$ cat src/rtl/init.sv
// ARC4 S-array initialiser: fills an external 256x8 RAM with S[i] = i,
// one byte per clock, started by an en/rdy handshake.
module init (
    input  logic       clk,
    input  logic       rst_n,
    input  logic       en,
    output logic       rdy,
    output logic [7:0] addr,
    output logic [7:0] wrdata,
    output logic       wren
);

    typedef enum logic {
        IDLE  = 1'b0,
        WRITE = 1'b1
    } state_t;

    state_t     state;
    state_t     state_nxt;
    logic [7:0] i;
    logic [7:0] i_nxt;

    always_ff @(posedge clk or negedge rst_n) begin
        if (!rst_n) begin
            state <= IDLE;
            i     <= 8'd0;
        end else begin
            state <= state_nxt;
            i     <= i_nxt;
        end
    end

    // Outputs decode from registered state only, so they move solely on
    // a clock edge or reset and never glitch.
    always_comb begin
        state_nxt = state;
        i_nxt     = i;
        rdy       = 1'b1;
        wren      = 1'b0;
        addr      = 8'd0;
        wrdata    = 8'd0;
        unique case (state)
            IDLE: begin
                if (en) begin
                    state_nxt = WRITE;
                    i_nxt     = 8'd0;
                end
            end
            WRITE: begin
                rdy    = 1'b0;
                wren   = 1'b1;
                addr   = i;
                wrdata = i;
                i_nxt  = i + 8'd1;
                if (i == 8'hff) begin
                    state_nxt = IDLE;
                    i_nxt     = 8'd0;
                end
            end
        endcase
    end

endmodule

$ cat config.mk
export PLATFORM = sky130hd
export DESIGN_NAME = init
export DESIGN_NICKNAME = d
export VERILOG_FILES = /design/src/rtl/init.sv
export SDC_FILE = /design/constraint.sdc
export NUM_CORES = 1
export LEC_CHECK = 0
export BUFFER_PORTS_ARGS = -buffer_cell sky130_fd_sc_hd__buf_4
export CAP_MARGIN = 5
export CORE_MARGIN = 2
export CORE_UTILIZATION = 30
export CTS_BUF_LIST = sky130_fd_sc_hd__clkbuf_4 sky130_fd_sc_hd__clkbuf_8 sky130_fd_sc_hd__clkbuf_16
export DETAILED_ROUTE_END_ITERATION = 12
export PLACE_DENSITY = 0.51
export SYNTH_ARGS = -nofsm -noshare
export SYNTH_HDL_FRONTEND = slang
export SYNTH_SLANG_ARGS = --single-unit
$ cat constraint.sdc
create_clock -name clk -period 1.78 [get_ports clk]
set_input_delay 0 -clock clk [delete_from_list [all_inputs] [get_ports clk]]
set_output_delay 0 -clock clk [all_outputs]
set_load 0.01 [all_outputs]
==> results_dict.tcl <==
set metrics [dict create \
    status "finished clean" \
    skew_ps 3.204 \
    leakagePower_nw 0.3302 \
    cp.required_ps 1970 \
    synth_top_area_cell "dfrtp_1" \
    cp.arrival_ps 1590 \
    yosys_warnings 0 \
    grt_pass1_wl_um 2201 \
    endpoint_kind "register" \
    crit_end "i[5]$_DFFE_PN0P_" \
    gp_congestion 0.7993 \
    critPathKind "reg -> reg" \
    min_path_type "in -> async" \
    hold_violations 0 \
    final_nets 90 \
    die_h_um 48.42 \
    fmax_mhz 718.0 \
    core_sq_um 1902 \
    clk_pin_slew_worst_paths_ps 70 \
    worst_slew_pin_slew_ps 319.7 \
    cp-startpoint "state$_DFF_PN0_" \
    r2r-start "state$_DFF_PN0_" \
    avgSynthCellArea_sq_um 8.577 \
    track_usage_pct 12.37 \
    filler_cell_count 199 \
    r2r_slack_ps 390 \
    ios 21 \
    wl_per_cell_um 11.04 \
    clkSinkCount 9 \
    syn_nets 73 \
    reg2reg_to "i[5]$_DFFE_PN0P_" \
    r2r_cells 4 \
    syn_area_sq_um 591.8 \
    place_hpwl_um 968.8 \
    cts-htree-levels 1 \
    grt_max_degree 12 \
    whs_ps 86.40 \
    finalSetupViolCount 0 \
    crit_path_max_fanout 9 \
    cts_inserted_buffers 3 \
    synth-seq-cells 9 \
    drc 0 \
    rsz0062_at_grt "false" \
    cts_tree "yes" \
    final_cell_mix "21 x buf_4, 11 x nand2_1, 9 x dfrtp_1" \
    slew_violations 0 \
    overflow 0 \
    totalWireLength_um 1237 \
    antenna_left 0 \
    min_period_over_period_pct 78.25 \
    drtIter0Drc 2 \
    synth-seq-area-share_pct 38.05 \
    dieArea_sq_um 2344 \
    antenna_found_initial 0 \
    ctsRootBufferMaster "clkbuf_4" \
    start_util_pct 31.12 \
    synthTopCellsByArea "dfrtp_1 38%, buf_4 10%, nand2_1 7.0%" \
    yosysTopAreaCellShare_pct 38.05 \
    cp-start-kind "register" \
    vias 525 \
    rows 16 \
    slew-limit-headroom_pct 78.46 \
    drv_cap 0 \
    area_delta_synth_final_pct 26.85 \
    vias_per_cell 4.688 \
    drtPass1Iterations 4 \
    ir_drop_mv 0.6611 \
    power.density_nw_per_um2 1546 \
    port_buffers 20 \
    ys_types 26 \
    fp.dieW_um 48.42 \
    layout-drive-gt1-share_pct 35.29 \
    antenna_cells 0 \
    tns_ps 0 \
    mostFrequentLayoutCell "buf_4" \
    synthCells 69 \
    grt_pass1_vias 486 \
    clkLatencyLatePin_ps 270 \
    period_minus_slack_ps 1393 \
    cts_buffer_depth 2 \
]
[how the worst min path moves through the flow]
stage / to / slack (ps)
finish: i[2]$_DFFE_PN0P_ / 90
global route: i[2]$_DFFE_PN0P_ / 90
CTS: i[3]$_DFFE_PN0P_ / 80
detailed placement: i[6]$_DFFE_PN0P_ / -160
global placement: i[6]$_DFFE_PN0P_ / -160
floorplan: i[0]$_DFFE_PN0P_ / -300
[state kept, by name, summed over array words and instances (netlist names)]
signal	flops
i	8
state	1
[synthesized netlist by cell type]
cell	number
buf_6	1
o311ai_0	1
nor2_1	2
and2_1	6
buf_4	8
or3b_2	1
nand4_2	1
o21ai_0	6
xnor2_1	1
ha_1	1
clkbuf_1	1
buf_2	1
xor2_1	1
o41a_1	1
inv_1	2
a21oi_1	1
o22ai_1	2
inv_2	1
nor3_1	1
nand2_1	11
nand3_1	4
or4_1	2
o211ai_1	2
dfrtp_1	9
and2_2	1
or3_2	1
[metrics by stage]
| step | setup slack [ps] | utilization, % | area, sq um | power, mW | instances |
|---|---|---|---|---|---|
| 6_report | 387.2 | 39.47 | 750.7 | 1.161 | 112 |
| 2_1_floorplan | 495.3 | - | 591.8 | 0.8187 | 69 |
| 3_3_place_gp | 394.1 | 36.97 | 703.2 | 1.006 | 106 |
| 4_1_cts | 375.2 | 39.47 | 750.7 | 1.181 | 112 |
| 3_5_place_dp | 402.2 | 36.97 | 703.2 | 1.009 | 106 |
| 5_1_grt | 240.4 | 39.47 | 750.7 | 1.272 | 112 |
[kinds of logic after synthesis]
logic type | count (synthesis) | synth area share (%)
adders and majority gates | 1 | 2.114
DFF | 9 | 38.06
buffers and inverters | 14 | 15.43
xor gates and xnor gates | 2 | 2.960
AOI/OAI and AO/OA | 13 | 13.95
and+or+nand+nor | 30 | 27.48
[timing repair]
| item | 4_1_cts | 5_1_grt |
|---|---|---|
| hold buffers | 2 | 0 |
| buffers inserted | 0 | 0 |
| endpoints found under the hold margin | 12 | 0 |
| resized for setup | 0 | 0 |
[where the power goes]
| group | total, mW | switching [mW] | internal [mW] |
|---|---|---|---|
| clock | 0.166 | 0.0822 | 0.0833 |
| sequential | 0.401 | 0.115 | 0.286 |
| combinational | 0.594 | 0.268 | 0.326 |
[worst max-delay path, stage by stage (launching register included)]
cell and delay [ps]:
dfrtp_1 480, buf_4 200, or3b_2 460, o41a_1 110, o21ai_0 70
[per-layer routing]
layer	track usage [%]	routed length, um
met2	17.59	574
met1	15.82	563
met5	0	0
met4	5.714	21
met3	5.864	79
[final cells by class]
class / count / area [sq um] / area share [%]
inverter: 3 / 11.26 / 1.500
sequential: 9 / 225.2 / 30.00
timing repair buffer: 23 / 177.7 / 23.67
multi-input combinational: 46 / 275.3 / 36.67
tap: 27 / 33.78 / 4.500
clock inverter: 1 / 5.005 / 0.6667
clock buffer: 3 / 22.52 / 3.000
(Power assumes the default switching activity.)
